## src/rtl/adc_sample_ctrl.sv

```systemverilog
// ============================================================================
// adc_sample_ctrl
// ----------------------------------------------------------------------------
// Digital-side sequencer for the on-chip 8-bit ADC.
//   * Divides the core clock down to adc_clock while an acquisition runs.
//   * Captures adc_data on every falling edge of adc_clock.
//   * Buffers samples in a small FIFO and hands them out over valid/ready.
//
// Optional feature (compile-time macro ADC_SAMPLE_CTRL_AVG_EN):
//   When defined, groups of four captures are summed. One truncating
//   average is pushed per group. The burst counter then counts averages.
//   When undefined, every capture is pushed raw and no accumulator exists.
//
// Ports:
//   clock      in   core clock, all logic on the rising edge
//   reset      in   synchronous reset, active low (0 = reset)
//   start      in   one-cycle pulse, begins an acquisition (IDLE only)
//   stop       in   one-cycle pulse, ends an acquisition (RUN only)
//   cfg_div    in   adc_clock half-period minus 1, latched at start
//   cfg_burst  in   samples to push before stopping, 0 = continuous
//   adc_clock  out  clock to the ADC, low outside RUN
//   adc_data   in   conversion result from the ADC
//   out_valid  out  FIFO non-empty
//   out_data   out  FIFO head (registered)
//   out_ready  in   consumer accept
//   busy       out  FSM not IDLE
//   overflow   out  sticky, a sample was dropped on a full FIFO
//   fifo_level out  current FIFO occupancy
// ============================================================================
module adc_sample_ctrl #(
    parameter int DATA_WIDTH = 8,
    parameter int DIV_WIDTH  = 8,
    parameter int FIFO_DEPTH = 8,
    parameter int CNT_WIDTH  = 16
) (
    input  logic                        clock,
    input  logic                        reset,
    input  logic                        start,
    input  logic                        stop,
    input  logic [DIV_WIDTH-1:0]        cfg_div,
    input  logic [CNT_WIDTH-1:0]        cfg_burst,
    output logic                        adc_clock,
    input  logic [DATA_WIDTH-1:0]       adc_data,
    output logic                        out_valid,
    output logic [DATA_WIDTH-1:0]       out_data,
    input  logic                        out_ready,
    output logic                        busy,
    output logic                        overflow,
    output logic [$clog2(FIFO_DEPTH):0] fifo_level
);

    localparam int AW = $clog2(FIFO_DEPTH);
    localparam int LW = AW + 1;
    localparam logic [LW-1:0] LEVEL_FULL = LW'(FIFO_DEPTH);

    localparam logic [1:0] ST_IDLE = 2'd0;
    localparam logic [1:0] ST_RUN  = 2'd1;
    localparam logic [1:0] ST_STOP = 2'd2;

    // ------------------------------------------------------------------
    // State
    // ------------------------------------------------------------------
    logic [1:0]            r_state;
    logic [DIV_WIDTH-1:0]  r_div_lat;
    logic [CNT_WIDTH-1:0]  r_burst_lat;
    logic [DIV_WIDTH-1:0]  r_div_cnt;
    logic                  r_adc_clk;

    logic                  r_cap_vld;
    logic [DATA_WIDTH-1:0] r_cap_data;
    logic [CNT_WIDTH-1:0]  r_burst_cnt;
    logic                  r_ovf;

    logic [DATA_WIDTH-1:0] r_mem [FIFO_DEPTH];
    logic [AW-1:0]         r_wr_ptr;
    logic [AW-1:0]         r_rd_ptr;
    logic [LW-1:0]         r_level;
    logic [DATA_WIDTH-1:0] r_out_data;

    // ------------------------------------------------------------------
    // Combinational helpers
    // ------------------------------------------------------------------
    logic                  w_start_run;
    logic                  w_div_tc;
    logic                  w_capture;
    logic                  w_push;
    logic [DATA_WIDTH-1:0] w_push_data;
    logic                  w_pop;
    logic                  w_full;
    logic                  w_push_ok;
    logic [CNT_WIDTH-1:0]  w_burst_cnt_inc;
    logic                  w_burst_done;
    logic [AW-1:0]         w_head_idx;
    logic [LW-1:0]         w_level_next;
    logic [DATA_WIDTH-1:0] w_head_next;

    assign w_start_run = (r_state == ST_IDLE) && start;
    assign w_div_tc    = (r_div_cnt == r_div_lat);

    // A capture is the terminal count while adc_clock is high, i.e. the
    // edge on which adc_clock falls. stop on the same edge wins, so the
    // forced low edge of STOP never produces a sample.
    assign w_capture = (r_state == ST_RUN) && !stop && w_div_tc && r_adc_clk;

    // Saturating increment so a very long continuous run never wraps.
    assign w_burst_cnt_inc = (r_burst_cnt == {CNT_WIDTH{1'b1}}) ?
                             r_burst_cnt : r_burst_cnt + CNT_WIDTH'(1);

    // Dropped samples still count, so this keys off the push request,
    // not the accepted push.
    assign w_burst_done = w_push && (r_burst_lat != '0) &&
                          (w_burst_cnt_inc == r_burst_lat);

    // ------------------------------------------------------------------
    // Push source: raw capture or 4-sample average
    // ------------------------------------------------------------------
`ifdef ADC_SAMPLE_CTRL_AVG_EN
    logic [DATA_WIDTH+1:0] r_acc;
    logic [1:0]            r_acc_cnt;
    logic [DATA_WIDTH+1:0] w_acc_sum;

    assign w_acc_sum   = r_acc + {2'b00, r_cap_data};
    assign w_push      = r_cap_vld && (r_acc_cnt == 2'd3);
    assign w_push_data = DATA_WIDTH'(w_acc_sum >> 2);

    // The accumulator is cleared whenever the FSM idles. A capture still
    // in flight during STOP is folded in, and any partial group is then
    // thrown away before the next acquisition.
    always_ff @(posedge clock) begin
        if (!reset || (r_state == ST_IDLE)) begin
            r_acc     <= '0;
            r_acc_cnt <= 2'd0;
        end else if (r_cap_vld) begin
            if (r_acc_cnt == 2'd3) begin
                r_acc     <= '0;
                r_acc_cnt <= 2'd0;
            end else begin
                r_acc     <= w_acc_sum;
                r_acc_cnt <= r_acc_cnt + 2'd1;
            end
        end
    end
`else
    assign w_push      = r_cap_vld;
    assign w_push_data = r_cap_data;
`endif

    // ------------------------------------------------------------------
    // FSM and clock divider
    // ------------------------------------------------------------------
    always_ff @(posedge clock) begin
        if (!reset) begin
            r_state     <= ST_IDLE;
            r_div_lat   <= '0;
            r_burst_lat <= '0;
            r_div_cnt   <= '0;
            r_adc_clk   <= 1'b0;
        end else begin
            case (r_state)
                ST_IDLE: begin
                    r_adc_clk <= 1'b0;
                    if (start) begin
                        r_state     <= ST_RUN;
                        r_div_lat   <= cfg_div;
                        r_burst_lat <= cfg_burst;
                        r_div_cnt   <= '0;
                    end
                end
                ST_RUN: begin
                    if (stop || w_burst_done) begin
                        r_state   <= ST_STOP;
                        r_adc_clk <= 1'b0;
                    end else if (w_div_tc) begin
                        r_div_cnt <= '0;
                        r_adc_clk <= ~r_adc_clk;
                    end else begin
                        r_div_cnt <= r_div_cnt + DIV_WIDTH'(1);
                    end
                end
                ST_STOP: begin
                    r_state   <= ST_IDLE;
                    r_adc_clk <= 1'b0;
                end
                default: begin
                    r_state   <= ST_IDLE;
                    r_adc_clk <= 1'b0;
                end
            endcase
        end
    end

    // ------------------------------------------------------------------
    // Capture pipeline, burst counter, overflow flag
    // ------------------------------------------------------------------
    always_ff @(posedge clock) begin
        if (!reset) begin
            r_cap_vld   <= 1'b0;
            r_cap_data  <= '0;
            r_burst_cnt <= '0;
            r_ovf       <= 1'b0;
        end else begin
            r_cap_vld <= w_capture;
            if (w_capture) begin
                r_cap_data <= adc_data;
            end

            if (w_start_run) begin
                r_burst_cnt <= '0;
            end else if (w_push) begin
                r_burst_cnt <= w_burst_cnt_inc;
            end

            if (w_start_run) begin
                r_ovf <= 1'b0;
            end else if (w_push && !w_push_ok) begin
                r_ovf <= 1'b1;
            end
        end
    end

    // ------------------------------------------------------------------
    // Sample FIFO
    // ------------------------------------------------------------------
    assign w_pop     = (r_level != '0) && out_ready;
    assign w_full    = (r_level == LEVEL_FULL);
    // When full, a pop in the same cycle frees the slot being written.
    assign w_push_ok = w_push && (!w_full || w_pop);

    assign w_level_next = r_level + LW'(w_push_ok) - LW'(w_pop);
    assign w_head_idx   = w_pop ? (r_rd_ptr + AW'(1)) : r_rd_ptr;

    // out_data is a register holding the head after this cycle's push and
    // pop. If the entry being written becomes the head (FIFO was empty or
    // drains to it), bypass the write data so it shows up next cycle.
    assign w_head_next = (w_push_ok && (r_wr_ptr == w_head_idx)) ?
                         w_push_data : r_mem[w_head_idx];

    // Storage array kept free of reset so it maps onto plain RAM.
    always_ff @(posedge clock) begin
        if (w_push_ok && reset) begin
            r_mem[r_wr_ptr] <= w_push_data;
        end
    end

    always_ff @(posedge clock) begin
        if (!reset) begin
            r_wr_ptr   <= '0;
            r_rd_ptr   <= '0;
            r_level    <= '0;
            r_out_data <= '0;
        end else begin
            if (w_push_ok) begin
                r_wr_ptr <= r_wr_ptr + AW'(1);
            end
            if (w_pop) begin
                r_rd_ptr <= r_rd_ptr + AW'(1);
            end
            r_level <= w_level_next;
            if (w_level_next != '0) begin
                r_out_data <= w_head_next;
            end
        end
    end

    // ------------------------------------------------------------------
    // Outputs
    // ------------------------------------------------------------------
    assign adc_clock  = r_adc_clk;
    assign out_valid  = (r_level != '0);
    assign out_data   = r_out_data;
    assign busy       = (r_state != ST_IDLE);
    assign overflow   = r_ovf;
    assign fifo_level = r_level;

endmodule
```

## config.mk

```make
export PLATFORM = sky130hd
export DESIGN_NAME = adc_sample_ctrl
export DESIGN_NICKNAME = d
export VERILOG_FILES = /design/src/rtl/adc_sample_ctrl.sv
export SDC_FILE = /design/constraint.sdc
export NUM_CORES = 1
export LEC_CHECK = 0
export ABC_AREA = 1
export CORE_MARGIN = 3
export CORE_UTILIZATION = 35
export CTS_BUF_LIST = sky130_fd_sc_hd__clkbuf_2
export DETAILED_ROUTE_END_ITERATION = 7
export PLACE_DENSITY_LB_ADDON = 0.2
export REMOVE_ABC_BUFFERS = 1
export SETUP_SLACK_MARGIN = 0.02
export SYNTH_ARGS = -nofsm -noshare
export SYNTH_HDL_FRONTEND = slang
export SYNTH_SLANG_ARGS = --single-unit
export TNS_END_PERCENT = 30
```

## constraint.sdc

```tcl
create_clock -name clock -period 9.95 [get_ports clock]
set_input_delay 2.4875 -clock clock [delete_from_list [all_inputs] [get_ports clock]]
set_output_delay 2.4875 -clock clock [all_outputs]
set_load 0.03 [all_outputs]
```

==> impl_metrics.ini <==
[run_status]
run_status = finished, final reports clean

[routing]
avgRoutedWirePerCell_um = 13.7
dr.pass1.iters = 5
drtAntennaViolNets = 0
viasPerCell = 4.79
wl_um = 14900
drtIter0Drc = 308
drc = 0
vias = 5204

[clocking]
ctsResizeCount = 0
htree_levels = 4
clk_path_buf_depth = 2
clock_latency_ns = 0.70
cts_sinks = 143
cts_setup_buffers = 0
cts_root_buffer = clkbuf_2
clk_pin_slew_ns = 0.23
cts_inserted_buffers = 17
ctsHoldBuffers = 0
cts_tree = yes

[finish]
drive_gt1_share_pct = 6.07
area_growth_pct = 14.1
nets = 892
final_area_um2 = 7630
fin_cells = 1087
fin_util_pct = 41.5
nFillCells = 1890

[timing]
finalCritPeriodShare_pct = 51.7
fmax_mhz = 194
rsz0062_at_grt = no
worstMarginPinSlew_ns = 1.07
whs_ns = 0.467
fin_setup_tns_ns = 0
setup_viol = 0
final_max_slew_viol_count = 0
finalHoldViolCount = 0
fin_ws_ns = 4.80
period_needed_ns = 5.15
relSlewSlack_pct = 28.2
finClkSkew_ns = 0.0451

[pwr]
p_leak_nw = 3.00
net-switching-power_mw = 0.530
power_mw = 1.50
clkPwrFrac_pct = 24.4
p_comb_share_pct = 30.8
p_int_mw = 0.969
switching_share_pct = 35.4
irDropWorstVdd_uv = 78.8
powerDensity_nw_per_um2 = 196
seq_power_share_pct = 44.8

[worst_setup_path]
start_kind = input pin
end_kind = flip-flop
cp_cell_sequence = clkdlybuf4s50_1, nand2_1, inv_1, nand2_1, nand2_1, inv_1, a21oi_1, nand3_2, inv_2, nand2_1, a31oi_1
crit_slowest_cell = nand2_1
rrSetupSlack_ns = 6.14
crit_top_cell = nand2_1
critical_path_class = input pin to flip-flop
arrival_ns = 5.79
cpPeakStageDelay_ns = 0.77
cp.required_ns = 10.60
critPathMaxFanout = 35

[placement]
dp_cells = 1054
place_hpwl_um = 10300
dp_slack_ns = 4.05
routabilityCongestion = 0.804
numPortBuffers = 52
place_area_um2 = 7370

[worst_hold_path]
hp-class = flip-flop to flip-flop

[floorplan]
num_rows = 49
die_area_um2 = 20800
ios = 53
coreArea_um2 = 18400
dieHeight_um = 144
initial_core_util_pct = 36.4
die_w_um = 144

[global_route]
grt_pass1_vias = 5094
grt-ovfl-total = 0
grt_usage_pct = 15.2
grt_pass1_wl_um = 25200
antenna_found_initial = 1
grt_max_degree = 57

[synth]
ys_ff_latch = 143
avgSynthCellArea_um2 = 8.34
synth.distinct_cells = 38
ys_warn_count = 0
ys_seq_area_share_pct = 52.4
syn_inst = 802
synth_area_um2 = 6690

[run]
drv_cap = 0
## path summary, 6_finish.rpt
path / start / cells after the start / to
worst min register to register: overflow / 2 / overflow
worst max-delay path: out_ready / 11 / out_data[4]
worst max register to register: r_cap_vld / 15 / out_data[4]
worst min-delay path: overflow / 2 / overflow
## routing by layer
layer	vias up	track usage, %	wire length, µm
met4	0	4.22	59
li1	2782	-	-
met5	-	0	0
met3	2	3.64	503
met2	69	24.5	7010
met1	2351	20.5	7320
## kinds of logic after synthesis
logic type	after synthesis	synth area share, %
AO/OA/AOI/OAI	184	15.0
buffers and inverters	131	7.72
AND/OR/NAND/NOR	315	20.2
flip-flops	143	52.4
adder cells (fa/ha/maj)	11	2.17
XOR/XNOR	18	2.47
## registers in the layout, indices dropped and copies added (netlist names)
signal and flops:
r_div_lat 8, r_div_cnt 8, r_cap_data 8, r_rd_ptr 3
r_mem 64, r_burst_lat 16, fifo_level 4, r_cap_vld 1
r_burst_cnt 16, out_data 8, r_wr_ptr 3, adc_clock 1
r_state 2, overflow 1
## critical path, delay by kind of cell
kind,cells,cell delay (ns)
simple gates,5,1.25
compound gates,2,0.52
buf+inv,4,1.50
## power by group through the flow
stage / sequential [mW] / clock [mW] / combinational (mW)
finish: 0.672 / 0.365 / 0.462
global route: 0.678 / 0.405 / 0.524
CTS: 0.672 / 0.379 / 0.468
global placement: 0.685 / 0 / 0.460
detailed placement: 0.684 / 0 / 0.467
floorplan: 0.720 / 0 / 0.277
## cell usage after synthesis
master    instances  area (µm²)
clkbuf_1         26        97.6
nor2_4            3        33.8
nand2_4           1        11.3
nand4_1           9        56.3
nor2_2            1        6.26
xor2_1           14         123
nand3_2           2        20.0
buf_1             1        3.75
a211oi_1          3        22.5
buf_2             2        10.0
nand3_1          41         205
edfxtp_1         64        1920
dfxtp_1          79        1580
ha_1             10         125
o21ai_0          92         460
nor2_1          117         439
a41oi_1           1        8.76
inv_1            96         360
nor4_1            7        43.8
o211ai_1          7        52.6
or2_2             1        6.26
nand2_2           2        12.5
buf_8             1        15.0
xnor2_1           3        26.3
nand3b_1          2        15.0
o21ai_1           2        10.0
nand3_4           1        17.5
buf_6             1        11.3
a21oi_1          52         260
xor2_2            1        16.3
o221ai_1          9        78.8
o22ai_1           8        50.1
nand2_1         123         462
a31oi_1          10        62.6
nor3_1            5        25.0
fa_1              1        20.0
inv_2             3        11.3
buf_4             1        7.51
## cell type report
class / instances / area (µm²) / share of cell area (%)
antenna: 1 / 2.50 / 0.0328
clock buffer: 21 / 105 / 1.38
sequential: 143 / 3500 / 45.9
clock inverter: 11 / 155 / 2.03
multi-input combinational: 528 / 2670 / 35.0
tap: 229 / 287 / 3.75
timing repair buffer: 55 / 538 / 7.05
inverter: 99 / 372 / 4.87
## cells in the final DEF, fill, tap and decap left out, types with 2 or more instances in the layout
cell type,count
nand2_1,122
nor2_1,117
inv_1,96
o21ai_0,92
dfxtp_1,79
edfxtp_1,64
a21oi_1,52
clkdlybuf4s50_1,51
nand3_1,41
clkbuf_2,21
xor2_1,14
a31oi_1,10
ha_1,10
nand4_1,9
o221ai_1,9
o22ai_1,8
nor4_1,7
o211ai_1,7
nor3_1,5
inv_6,4
nand2_2,3
nor2_4,3
inv_2,3
xnor2_1,3
a211oi_1,3
bufinv_16,3
buf_4,3
o21ai_1,2
nand3b_1,2
nand3_2,2
clkinv_4,2
Note: power is estimated with default switching activity, not from simulation.
